### config.mk
export PLATFORM = sky130hd
export DESIGN_NAME = ct_rtu_preg_freelist_64
export DESIGN_NICKNAME = d
export VERILOG_FILES = /design/src/rtl/ct_rtu_preg_freelist_64_pkg.sv /design/src/rtl/ct_rtu_ff1_64.sv /design/src/rtl/ct_rtu_preg_freelist_64.sv
export SDC_FILE = /design/constraint.sdc
export NUM_CORES = 1
export LEC_CHECK = 0
export CORE_UTILIZATION = 30
export CTS_CLUSTER_DIAMETER = 50
export CTS_CLUSTER_SIZE = 30
export DETAILED_ROUTE_END_ITERATION = 10
export DONT_BUFFER_PORTS = 1
export PLACE_DENSITY = 0.4
export SLEW_MARGIN = 20
export SYNTH_ARGS = -nofsm -noshare
export SYNTH_HDL_FRONTEND = slang
export SYNTH_HIERARCHICAL = 1
export SYNTH_SLANG_ARGS = --single-unit
### constraint.sdc
create_clock -name cpuclk -period 20 [get_ports cpuclk]
set_clock_uncertainty 0.05 [all_clocks]
set_input_delay 4 -clock cpuclk [delete_from_list [all_inputs] [get_ports cpuclk]]
set_output_delay 4 -clock cpuclk [all_outputs]
set_load 0.005 [all_outputs]
### src/rtl/ct_rtu_preg_freelist_64_pkg.sv
// rtl/ct_rtu_preg_freelist_64_pkg.sv - shared constants and helpers for the preg free list
package ct_rtu_preg_freelist_64_pkg;

  localparam int PREG_NUM   = 64;
  localparam int PREG_IDX_W = 6;
  localparam int PREG_CNT_W = 7;

  function automatic logic [PREG_CNT_W-1:0] popcount64(input logic [PREG_NUM-1:0] v);
    logic [PREG_CNT_W-1:0] c;
    c = '0;
    for (int i = 0; i < PREG_NUM; i++) begin
      c = c + {{(PREG_CNT_W-1){1'b0}}, v[i]};
    end
    return c;
  endfunction

  // OR-reduction encoder: an all-zero vector encodes to 0.
  function automatic logic [PREG_IDX_W-1:0] onehot_encode(input logic [PREG_NUM-1:0] v);
    logic [PREG_IDX_W-1:0] idx;
    idx = '0;
    for (int i = 0; i < PREG_NUM; i++) begin
      if (v[i]) begin
        idx = idx | PREG_IDX_W'(i);
      end
    end
    return idx;
  endfunction

endpackage

### src/rtl/ct_rtu_ff1_64.sv
// rtl/ct_rtu_ff1_64.sv - lowest-set-bit one-hot selector with binary index
module ct_rtu_ff1_64
  import ct_rtu_preg_freelist_64_pkg::*;
(
  input  logic [PREG_NUM-1:0]   vec,
  output logic [PREG_NUM-1:0]   first_expand,
  output logic [PREG_IDX_W-1:0] first_idx,
  output logic                  found
);

  // Two's-complement isolate: keeps only the lowest set bit.
  assign first_expand = vec & (~vec + PREG_NUM'(1));
  assign first_idx    = onehot_encode(first_expand);
  assign found        = |vec;

endmodule

### src/rtl/ct_rtu_preg_freelist_64.sv
// rtl/ct_rtu_preg_freelist_64.sv - 64-entry physical register free-list allocator
module ct_rtu_preg_freelist_64
  import ct_rtu_preg_freelist_64_pkg::*;
#(
  parameter int RST_BUSY = 32
) (
  input  logic                  cpuclk,
  input  logic                  cpurst_b,
  input  logic                  alloc_req,
  output logic                  alloc_vld,
  output logic [PREG_NUM-1:0]   alloc_preg_expand,
  output logic [PREG_IDX_W-1:0] alloc_preg,
  input  logic                  release_vld,
  input  logic [PREG_NUM-1:0]   release_expand,
  input  logic                  flush_vld,
  input  logic [PREG_NUM-1:0]   flush_free_vec,
  output logic [PREG_CNT_W-1:0] free_cnt,
  output logic                  freelist_empty
);

  localparam logic [PREG_NUM-1:0] RST_FREE_VEC =
    (RST_BUSY >= PREG_NUM) ? '0 : ~((PREG_NUM'(1) << RST_BUSY) - PREG_NUM'(1));
  localparam logic [PREG_CNT_W-1:0] RST_FREE_CNT = PREG_CNT_W'(PREG_NUM - RST_BUSY);

  logic [PREG_NUM-1:0]   free_vec;
  logic                  prealloc_vld;
  logic [PREG_NUM-1:0]   prealloc_expand;

  logic [PREG_NUM-1:0]   free_vec_nxt;
  logic                  prealloc_vld_nxt;
  logic [PREG_NUM-1:0]   prealloc_expand_nxt;
  logic [PREG_CNT_W-1:0] free_cnt_nxt;

  logic [PREG_NUM-1:0]   ff1_expand;
  logic [PREG_IDX_W-1:0] ff1_idx;
  logic                  ff1_found;
  logic [PREG_NUM-1:0]   release_mask;
  logic                  grant;
  logic                  refill;

  ct_rtu_ff1_64 u_ff1 (
    .vec          (free_vec),
    .first_expand (ff1_expand),
    .first_idx    (ff1_idx),
    .found        (ff1_found)
  );

  assign alloc_vld         = prealloc_vld & ~flush_vld;
  assign grant             = alloc_req & alloc_vld;
  assign refill            = ~prealloc_vld | grant;
  assign release_mask      = release_expand & {PREG_NUM{release_vld}};
  assign alloc_preg_expand = alloc_vld ? prealloc_expand : '0;
  assign alloc_preg        = onehot_encode(alloc_preg_expand);
  assign freelist_empty    = (free_cnt == '0);

  // Refill picks from the pre-release free_vec, so released bits wait one cycle.
  always_comb begin
    free_vec_nxt        = free_vec | release_mask;
    prealloc_vld_nxt    = prealloc_vld;
    prealloc_expand_nxt = prealloc_expand;
    free_cnt_nxt        = free_cnt + popcount64(release_mask)
                          - {{(PREG_CNT_W-1){1'b0}}, grant};
    if (flush_vld) begin
      free_vec_nxt        = flush_free_vec;
      prealloc_vld_nxt    = 1'b0;
      prealloc_expand_nxt = '0;
      free_cnt_nxt        = popcount64(flush_free_vec);
    end else if (refill) begin
      free_vec_nxt        = (free_vec & ~ff1_expand) | release_mask;
      prealloc_vld_nxt    = ff1_found;
      prealloc_expand_nxt = ff1_expand;
    end
  end

  always_ff @(posedge cpuclk or negedge cpurst_b) begin
    if (!cpurst_b) begin
      free_vec        <= RST_FREE_VEC;
      prealloc_vld    <= 1'b0;
      prealloc_expand <= '0;
      free_cnt        <= RST_FREE_CNT;
    end else begin
      free_vec        <= free_vec_nxt;
      prealloc_vld    <= prealloc_vld_nxt;
      prealloc_expand <= prealloc_expand_nxt;
      free_cnt        <= free_cnt_nxt;
    end
  end

  a_release_not_free: assert property (@(posedge cpuclk) disable iff (!cpurst_b)
    (release_vld && !flush_vld) |-> ((release_expand & free_vec) == '0));

  a_release_not_prealloc: assert property (@(posedge cpuclk) disable iff (!cpurst_b)
    (release_vld && !flush_vld && prealloc_vld) |-> ((release_expand & prealloc_expand) == '0));

  a_prealloc_onehot: assert property (@(posedge cpuclk) disable iff (!cpurst_b)
    prealloc_vld |-> $onehot(prealloc_expand));

endmodule

==> run summary, run 1 <==
After layout, the worst path uses between 50% and 60% of the clock period. In the post-route analysis, the smallest setup slack over all paths is between 9 and 10 ns. STA classifies the critical path startpoint as a primary input.

The residual overflow from global routing is 0. The design draws around 0.0028 W. The die outline area is 40000 um2. The global placer's final weighted congestion came out at around 0.9.

The violation count after the first detailed-routing iteration is ~740. The die is about 200 um wide. The core occupancy in the finished layout is about 33%. Of all nets on the critical path, the largest fanout is around 210. The post-synthesis net count is approximately 1700. The average footprint of a synthesized cell is approximately 8.5 um2.

Once detail routing completed, the nets flagged for antenna violations numbered 0. The clock tree from TritonCTS is done. The clock latency reported for the late side of the worst-skew pair came out at 0.44 ns. The number of search-and-repair iterations in the first detailed-routing pass came out at 5. The total number of placement rows came out at 72. The total CTS buffers came out at 17. The cts-stage hold buffer count came out at 0.

The cell count of the worst hold path is 2. The core area is 38600 um2. The global-route wire length before repair came out at between 60000 and 70000 um.

The flow ran to the end, and the final reports show no timing, DRC or antenna violations. The clock period could shrink to roughly 11 ns. Cells with a size suffix above 1 make up between 6 and 7% of the layout. The worst hold path belongs to the class flop to flop. The final-report max-slew violation count came out at 0. The root buffer cell chosen for the clock tree is clkbuf_16. The most numerous cell type found on the critical path is fa_1. The number of standard cells in the final layout excluding fillers came out at ~1900. The largest net degree at the start of global routing came out at around 200. The critical path is of the primary input to flop type. The transition time at the pin with the least slew margin is between 0.8 and 0.9 ns. The number of vias per cell is 5.07. The average wire length per cell after detail routing is between 20 and 25 um. The final-report hold violation count is 0.

The count of warnings emitted by yosys came out at 6. The via count of the first global-routing pass is a little under 10000. The count of inserted antenna diode cells is 0. The cell area after synthesis came out at approximately 12000 um2. OpenSTA, run right after detailed placement, puts the worst setup slack at between 9 and 10 ns. The number of cells traversed by the worst register-to-register path is 18.

The number of instances in the synthesized netlist is 1381. The total of endpoints with negative setup slack in the final report is 0. The minimum setup slack among reg-to-reg paths is approximately 13 ns. The layout net count is 1634. Setup repair after global routing left no endpoint under its margin. The required time reported for the critical path endpoint came out at between 20 and 25 ns. The H-tree generated during clock tree synthesis spans 4 levels.

The detailed-route wire length came out at 44900 um. The total half-perimeter wirelength after legalization and detailed placement came out at approximately 37000 um. The total negative setup slack is 0 ns.

STA classifies the critical path endpoint as a flop. Relative to the synthesized area, the layout overhead comes to 8.95%. The remaining routing DRC violations is 0.

Traced cell by cell, the critical path runs through inv_2 > nand2_1 > nor2_1 > ha_1 > fa_1 > fa_1 > fa_1 > fa_1 > fa_1 > fa_1 > fa_1 > inv_1 > fa_1 > fa_1 > a211oi_1 > o21ai_0 > o2111a_1 > a31o_1 > a311oi_2. The largest vdd supply drop came out at 0.381 mV. The number of gates resized after CTS was 0. The via count is between 9000 and 10000. The number of sinks driven by the clock tree is approximately 140. The peak per-stage delay on the critical path came out at 0.55 ns.

The maximum frequency from static timing analysis came out at approximately 94 MHz. For this design the top-level I/O count stands at 212. The number of violations of the max-capacitance limit came out at 0. In this run the tightest slew margin relative to its limit is just over 40%. The slowest stage of the critical path belongs to the cell fa_1. The height of the chip is roughly 200 um. The number of setup buffers added after CTS is 0. Leaving out fill and tap cells, the most frequent cell in the layout is nand2_1. The buffer depth of the longest clock path came out at 2.

Including well taps, the total number of placed cells is roughly 1800. In the layout the commonest cells are nand2_1, inv_1, a21oi_1. The leakage power summed over all cells came out at ~5.7 nW.

The number of antenna violations at the first check in global routing is 0. The starting utilization of the core area came out at a little under a third. The clock slew at the register clock pins of the worst setup and hold paths is roughly 0.080 ns. Dividing total power by cell area gives a power density of ~220 nW/um2. The number of input and output port buffers inserted came out at 0. The data arrival time at the worst-slack endpoint came out at between 10 and 15 ns. The filler cells instantiated in the layout total ~4100.

The overall global routing resource usage is between 20% and 30%.
stage by stage:
step / hold WS (ns) / instance area [um2]
after floorplan: 0.441 / 11800
after global placement: 0.453 / 12200
after detailed placement: 0.471 / 12200
after CTS: 0.480 / 12800
after global routing: 0.521 / 12800
final: 0.475 / 12800
final cells by class:
| class | instances | area, um2 | share of cell area [%] |
|---|---|---|---|
| multi-input combinational | 1024 | 7490 | 58.4 |
| sequential | 136 | 3440 | 26.9 |
| tap | 518 | 648 | 5.06 |
| inverter | 158 | 593 | 4.63 |
| clock buffer | 19 | 453 | 3.53 |
| clock inverter | 13 | 170 | 1.33 |
| timing repair buffer | 3 | 22.5 | 0.176 |
worst max-delay path, delay by kind of cell:
kind,cells,cell delay (ns)
compound gates,5,1.20
fa+ha+maj,10,4.82
buf+inv,2,0.26
simple gates,2,0.52
sequential cells by signal, summed over array words and instances (netlist names):
register,count
prealloc_expand,64
free_vec,64
prealloc_vld,1
free_cnt,7
where the power goes:
group | total [W] | switching (W) | internal (W)
sequential | 0.000351 | 0.0000315 | 0.000320
clock | 0.000342 | 0.000138 | 0.000204
combinational | 0.00215 | 0.00116 | 0.000988
per-layer routing:
layer / vias up / GRT usage [%] / share of wire [%] / wire, um
li1: 4485 / - / - / -
met1: 4681 / 34.7 / 49 / 21800
met2: 288 / 34.3 / 44 / 19500
met3: 39 / 4.03 / 5.6 / 2510
met4: 0 / 6.73 / 2.3 / 1040
met5: - / 0 / 0 / 0
worst paths after layout:
path,start,end
max in group asynchronous,cpurst_b,free_cnt[5]$_DFF_PN1_
min in group asynchronous,cpurst_b,prealloc_expand[58]$_DFFE_PN0P_
hold / removal,prealloc_expand[0]$_DFFE_PN0P_,prealloc_expand[0]$_DFFE_PN0P_
setup reg to reg,prealloc_vld$_DFFE_PN0P_,free_cnt[6]$_DFF_PN0_
hold reg to reg,prealloc_expand[0]$_DFFE_PN0P_,prealloc_expand[0]$_DFFE_PN0P_
setup / recovery,flush_vld,free_cnt[6]$_DFF_PN0_
Note: power is estimated with default switching activity, not from simulation.
==> run 2, diff against run 1 <==
PLACE_DENSITY = 0.41   (was 0.4)
clock period = 8.7 ns   (was 20 ns; I/O delays follow)
==> run 2 against run 1 <==
  * Hold slack better by 0.0082 ns
  * Largest cell class unchanged
  * Wire length up 0.70%
  * Total power rose by 130%
  * First-iteration DRC count grew 2.9%
==> run summary, run 2 (synthesis results as in run 1) <==
The reported net switching power came out at roughly 0.0031 W. The worst setup path is of the primary input to flop kind. The minimum setup slack among reg-to-reg paths is ~1.7 ns. On the worst path, the slowest cell contributes a delay of around 0.58 ns. The number of buffers and inverters on the critical path came out at 6. The number of antenna violations at the first check in global routing is 1. The total area of multi-input combinational cells is roughly 7500 um2. The count of nets left with antenna violations once routing finished came out at 0. The final-report hold violation count came out at 0. The via count of the first global-routing pass came out at 9729. The terminus of the critical flop-to-flop path is free_cnt[6]$_DFF_PN0_. The via count came out at 9586. The violation count after the first detailed-routing iteration came out at 757.

After clock tree synthesis, the clock-pin slew on the worst setup and hold paths is roughly 0.07 ns. Using the TritonRoute via totals, the vias-per-cell ratio works out to around 5. The total negative setup slack is 0 ns. The layout net count is around 1600. The overall global routing resource usage came out at a little under a quarter.

No sink is reached through more buffers than the 2 on the longest clock path. The number of search-and-repair iterations in the first detailed-routing pass is 5. The cts-stage hold buffer count is 0. In this run the worst setup path begins at release_expand[50].

The critical path goes through and2_1 > fa_1 > inv_1 > fa_1 > inv_1 > fa_1 > inv_1 > fa_1 > inv_1 > fa_1 > inv_1 > fa_1 > fa_1 > fa_1 > inv_1 > fa_1 > fa_1 > a211oi_1 > o21ai_0 > o2111a_1 > a31o_1 > a311oi_2. The top cell types in the final layout, fill and taps aside, are nand2_1, inv_1, a21oi_1. The part of the total power dissipated in sequential elements came out at 12.3%. In this run the tool buffered the top-level ports with 0 buffer cells.

The storage element area is about 3400 um2. The count of buffers added by post-CTS timing repair for setup came out at 0. The remaining routing DRC violations is 0. Row generation in the floorplan step produced 72 rows.

The power per standard cell area came out at ~510 nW/um2. The cell sitting at the root of the clock tree is a clkbuf_16. The path class of the tightest hold or removal check is flop to flop. The internal cell power came out at 0.00350 W. The fraction of layout cells with a size suffix above 1 came out at 6.80%. Setup repair after global routing left no endpoint under its margin. The relative contribution of the clock network to total power came out at 12.0%. The worst register-to-register path begins at prealloc_vld$_DFFE_PN0P_.

In this run the worst path has a maximum fanout of 3. The required time reported for the critical path endpoint came out at roughly 9.0 ns. The largest net degree at the start of global routing came out at just over 200. The maximum frequency from static timing analysis is between 100 and 150 MHz. The largest vdd supply drop came out at around 0.79 mV.

The average wire length per cell after detail routing is roughly 24 um. The number of H-tree levels came out at 4. The layout filler cell count came out at a little over 4000. The endpoint of the most critical setup path is free_cnt[6]$_DFF_PN0_. The total overflow left after global routing is 0. Once detailed placement completed, the half-perimeter wirelength came to between 30000 and 40000 um.

The smallest hold slack came out at a little under 0.5 ns. The switching portion of total power came out at about 47%. The worst setup path is captured at a flop. The logic depth of the worst setup path including buffers is 22. The number of cells traversed by the worst register-to-register path is 18. The transition time at the pin with the least slew margin came out at ~0.88 ns. The total CTS buffers came out at 17. The final-report max-slew violation count came out at 0. Clock latency on the worst-skew pair, taken at its later pin, is 0.44 ns. Counting stages on the worst path, the most repeated cell is fa_1. The die outline area came out at 40000 um2. The data arrival time at the worst-slack endpoint is around 8.5 ns.

The clock net in this run drives a total of roughly 140 sinks. Leaving out fill and tap cells, the most frequent cell in the layout is nand2_1. The largest registers in the layout are free_vec x64, prealloc_expand x64, free_cnt x7.

The starting utilization of the core area is a little under a third. The number of primary I/O pins came out at 212. The height of the chip is between 200 and 250 um.

The worst setup path is launched from a primary input. The core area is between 30000 and 40000 um2. The total of endpoints with negative setup slack in the final report came out at 0. The detailed-route wire length came out at 45200 um. At the end of routability-driven placement, the weighted congestion stood at 0.933. The fraction of power consumed by combinational cells came out at between 70 and 80%.

The final critical delay including setup and external delays is approximately 8.2 ns. In this run the static leakage power is approximately 5.7 nW. The run finished with clean final reports.

The worst relative slew slack came out at between 40 and 50%. The die width is about 200 um. The clock tree from TritonCTS is done. The tool flagged a number of max-cap violations equal to 0. The global-route wire length before repair is roughly 66000 um. The largest individual stage delay along the critical path comes from the cell fa_1. The number of instances resized during post-cts repair is 0.

The share of the cycle needed by the critical path after routing is between 90% and 100%. The cell family with the largest share of critical-path delay is adder cells. The area added between synthesis and finish is 9.03%.
==> run 2: changes by cell type in the layout (fill, tap and decap cells not counted) <==
cell / before / now
bufinv_16: 3 / 4
clkbuf_1: 0 / 2
inv_8: 1 / 0
clkinv_4: 4 / 3
clkbuf_8: 2 / 1
diode_2: 0 / 2
buf_4: 3 / 4
clkinvlp_4: 2 / 1
==> run 2: layout make-up <==
class | count | area share, %
Antenna cell | 2 | 0.0390
Sequential cell | 136 | 26.9
Multi-Input combinational cell | 1024 | 58.4
Clock inverter | 11 | 1.35
Clock buffer | 20 | 3.48
Timing Repair Buffer | 4 | 0.234
Tap cell | 518 | 5.05
Inverter | 158 | 4.62
==> run 2: worst register-to-register path, cell delays in order (launching register included) <==
cell	delay, ns
dfrtp_1	0.52
nand2_1	0.13
nor2_1	0.15
ha_1	0.27
fa_1	0.53
fa_1	0.55
fa_1	0.53
fa_1	0.52
fa_1	0.52
fa_1	0.52
fa_1	0.55
inv_1	0.06
fa_1	0.42
fa_1	0.43
a211oi_1	0.37
o21ai_0	0.21
o2111a_1	0.18
a31o_1	0.19
a311oi_2	0.23
==> run 2: layer usage <==
metal / global-route usage (%) / up-vias / wire length [um]
met2: 34.1 / 298 / 19600
met4: 8.57 / 0 / 1270
met5: 0 / - / 0
li1: - / 4482 / -
met3: 4.12 / 45 / 2380
met1: 34.2 / 4761 / 22000
==> run 2: worst min-delay path by stage <==
stage                                         startpoint                        endpoint  slack (ns)  depth (start not counted)
after global routing      prealloc_expand[0]$_DFFE_PN0P_  prealloc_expand[0]$_DFFE_PN0P_        0.52                          2
after CTS                 prealloc_expand[0]$_DFFE_PN0P_  prealloc_expand[0]$_DFFE_PN0P_        0.48                          2
after global placement    prealloc_expand[0]$_DFFE_PN0P_  prealloc_expand[0]$_DFFE_PN0P_        0.46                          2
after floorplan           prealloc_expand[0]$_DFFE_PN0P_  prealloc_expand[0]$_DFFE_PN0P_        0.44                          2
final                     prealloc_expand[0]$_DFFE_PN0P_  prealloc_expand[0]$_DFFE_PN0P_        0.48                          2
after detailed placement  prealloc_expand[0]$_DFFE_PN0P_  prealloc_expand[0]$_DFFE_PN0P_        0.47                          2
==> run 2: per-stage QoR <==
stage          total power [W]  cell area [um2]  cells  worst slack (ns)  util (%)
2_1_floorplan          0.00471            11800   1381            0.0714         -
3_3_place_gp           0.00581            12200   1840            0.0742      31.6
3_5_place_dp           0.00585            12200   1840            0.0912      31.6
4_1_cts                0.00668            12800   1871             0.524      33.2
5_1_grt                0.00741            12800   1873             0.270      33.2
6_report               0.00655            12800   1873             0.544      33.2
==> run 2: power by group through the flow <==
stage	logic (W)	clock network, W	registers (W)
after floorplan	0.00393	0	0.000786
after global placement	0.00499	0	0.000820
after detailed placement	0.00503	0	0.000819
after CTS	0.00507	0.000810	0.000809
after global routing	0.00576	0.000831	0.000817
final	0.00496	0.000788	0.000808
==> run 3, diff against run 2 <==
ABC_AREA = 1   (was default)
==> run 3 against run 2 <==
  * Combinational power hardly changed
  * Worst setup slack gained 0.67 ns
  * Die area increased by 3.3%
  * Maximum frequency rose by 8.9%
  * Wire length is 7.9% higher
  * Synthesized cell count up 19%
==> run summary, run 3 <==
The flow ran to the end, and the final reports show no timing, DRC or antenna violations. The via count is between 10000 and 15000. In this run the cell area of the synthesized design comes to 12200 um2. The multi-input combinational cells in the finished layout cover a total of about 7000 um2.

The number of sinks driven by the clock tree is 136. The first global-routing pass estimated just over 70000 um of wire. In this run the static leakage power is between 6 and 7 nW. Post-CTS repair changed the size of 0 cells. The H-tree generated during clock tree synthesis spans 4 levels.

The number of primary I/O pins came out at about 210. The total CTS buffers came out at 17. The largest vdd supply drop came out at ~0.63 mV. The fraction of layout cells with a size suffix above 1 is between 6 and 7%. At the worst endpoint, the required time is about 9 ns. The total number of placement rows came out at 73. The average footprint of a synthesized cell came out at roughly 7.4 um2. The largest net degree at the start of global routing is approximately 140. The category of the critical setup timing path is primary input to flop. The maximum frequency from static timing analysis is about 130 MHz. The starting utilization of the core area came out at 30.5%.

Setup repair after global routing left no endpoint under its margin. The startpoint identified for the worst register-to-register timing path is prealloc_vld$_DFFE_PN0P_. The number of input and output port buffers inserted came out at 0. The via count of the first global-routing pass is about 11000. The total negative setup slack is 0 ns.

Max-cap violations in this run came to 0. The kind of capture point of the worst setup path is a flop. The total of endpoints with negative setup slack in the final report came out at 0. The core area is 39800 um2. The count of warnings emitted by yosys is 6. The detail route stage leaves a number of antenna-violating nets equal to 0. The worst setup slack after layout came out at ~1.2 ns. Measured on the finished design, the core utilization comes to 33.1%. The tightest min-delay check is of the flop to flop type. The HPWL after detailed placement is approximately 41000 um. The data arrival time at the worst-slack endpoint is slightly below 8 ns. The transition time at the pin with the least slew margin is approximately 0.8 ns. The number of instances in the synthesized netlist came out at between 1500 and 2000.

For this run, design rule violations remaining after detail routing come to 0. The global placer's final weighted congestion is between 0.9 and 1. Global routing used about a quarter of the available tracks across all layers. The worst relative slew slack came out at 47.0%. The final-report max-slew violation count came to 0. The number of vias per cell is just under 5. Along the worst path, the maximum fanout reaches 64.

The smallest hold slack is approximately 0.45 ns. The violation count after the first detailed-routing iteration came out at ~840. No sink is reached through more buffers than the 2 on the longest clock path. Counting the fill cells in the layout gives roughly 4400.

The die outline area came out at approximately 41000 um2. The clock tree from TritonCTS is done. The area added between synthesis and finish came out at 8.43%.

In this run the horizontal extent of the chip is 203 um. The most frequent standard cell in the layout excluding fill and tap cells is inv_1. Dividing total power by cell area gives a power density of approximately 490 nW/um2.

The number of antenna violations at the first check in global routing was 0. The average wire length per cell after detail routing is between 20 and 25 um. The detailed-route wire length came out at ~50000 um. The count of buffers added by post-CTS timing repair for setup came out at 0.

The final critical delay including setup and external delays came out at 7.49 ns. In the final layout, flip-flops and latches occupy 3440 um2. The total instance count after detailed placement is 2120. The final-report hold violation count is 0. After clock tree synthesis, the clock-pin slew on the worst setup and hold paths is about 0.060 ns. The share of the cycle needed by the critical path after routing is ~86%.

The pre-antenna-repair detailed-routing pass consisted of 5 iterations. The worst setup slack after placement is 0.726 ns. The most critical setup path has its startpoint at release_vld. The root buffer cell is clkbuf_16. The cts-stage hold buffer count came out at 0. In the layout the commonest cells are inv_1, nand2_1, nor2_1. In the final layout, the registers with the most flip-flops are free_vec x64, prealloc_expand x64, free_cnt x7. The post-synthesis net count is around 1900.

The startpoint type of the worst setup path is a primary input. Clock latency on the worst-skew pair, taken at its later pin, is about 0.44 ns. The number of standard cells in the final layout excluding fillers is around 2200. The layout net count is between 1500 and 2000. The height of the chip came out at roughly 200 um. The origin of the worst min-delay path is free_vec[57]$_DFF_PN1_. The residual overflow from global routing came out at 0.
==> run 3: critical path, cell delays in order <==
cell	delay (ns)
nand2_1	0.07
inv_1	0.06
fa_1	0.54
inv_1	0.06
fa_1	0.54
inv_1	0.06
fa_1	0.52
inv_1	0.05
fa_1	0.51
inv_1	0.07
fa_1	0.50
inv_1	0.05
fa_1	0.49
fa_1	0.53
fa_1	0.55
inv_1	0.05
fa_1	0.43
fa_1	0.45
a21oi_1	0.20
inv_1	0.06
nand2_1	0.06
nand2_1	0.05
nand2_1	0.05
nand2_1	0.06
==> run 3: power breakdown <==
group | switching (W) | internal, W | leakage (nW)
Sequential | 0.0000645 | 0.000729 | 1.68
Clock | 0.000298 | 0.000452 | 0.277
Combinational | 0.00283 | 0.00209 | 4.72
Total | 0.00320 | 0.00328 | 6.67
==> run 3: path summary, 6_finish.rpt <==
| check | endpoint | slack [ns] | depth (start not counted) |
|---|---|---|---|
| max reg2reg | free_cnt[6]$_DFF_PN0_ | 2.42 | 19 |
| min in group asynchronous | prealloc_expand[8]$_DFFE_PN0P_ | 0.94 | 0 |
| max | free_cnt[6]$_DFF_PN0_ | 1.21 | 24 |
| min reg2reg | free_vec[57]$_DFF_PN1_ | 0.45 | 2 |
| min | free_vec[57]$_DFF_PN1_ | 0.45 | 2 |
| max in group asynchronous | free_vec[48]$_DFF_PN1_ | 7.39 | 0 |
==> run 3: stage by stage <==
step	cell area, um2	power, W
6_report	13200	0.00647
5_1_grt	13200	0.00736
4_1_cts	13200	0.00659
3_5_place_dp	12600	0.00580
3_3_place_gp	12600	0.00581
2_1_floorplan	12200	0.00465
==> run 3: layer usage <==
layer | up-vias | track usage, % | wire length [um] | part of all wire (%)
li1 | 4999 | - | - | -
met1 | 5192 | 36.2 | 23900 | 49
met2 | 353 | 36.3 | 21200 | 43
met3 | 25 | 4.63 | 3140 | 6.4
met4 | 0 | 4.22 | 547 | 1.1
met5 | - | 0 | 0 | 0
==> run 3: area by class of cell <==
class / count / share of cell area (%)
multi-input cells: 1081 / 53.4
flip-flops and latches: 136 / 26.1
inverters: 374 / 10.7
well taps: 525 / 4.98
clock buffers: 22 / 3.67
clock inverters: 10 / 0.902
repair buffers: 4 / 0.228
diodes: 1 / 0.0190
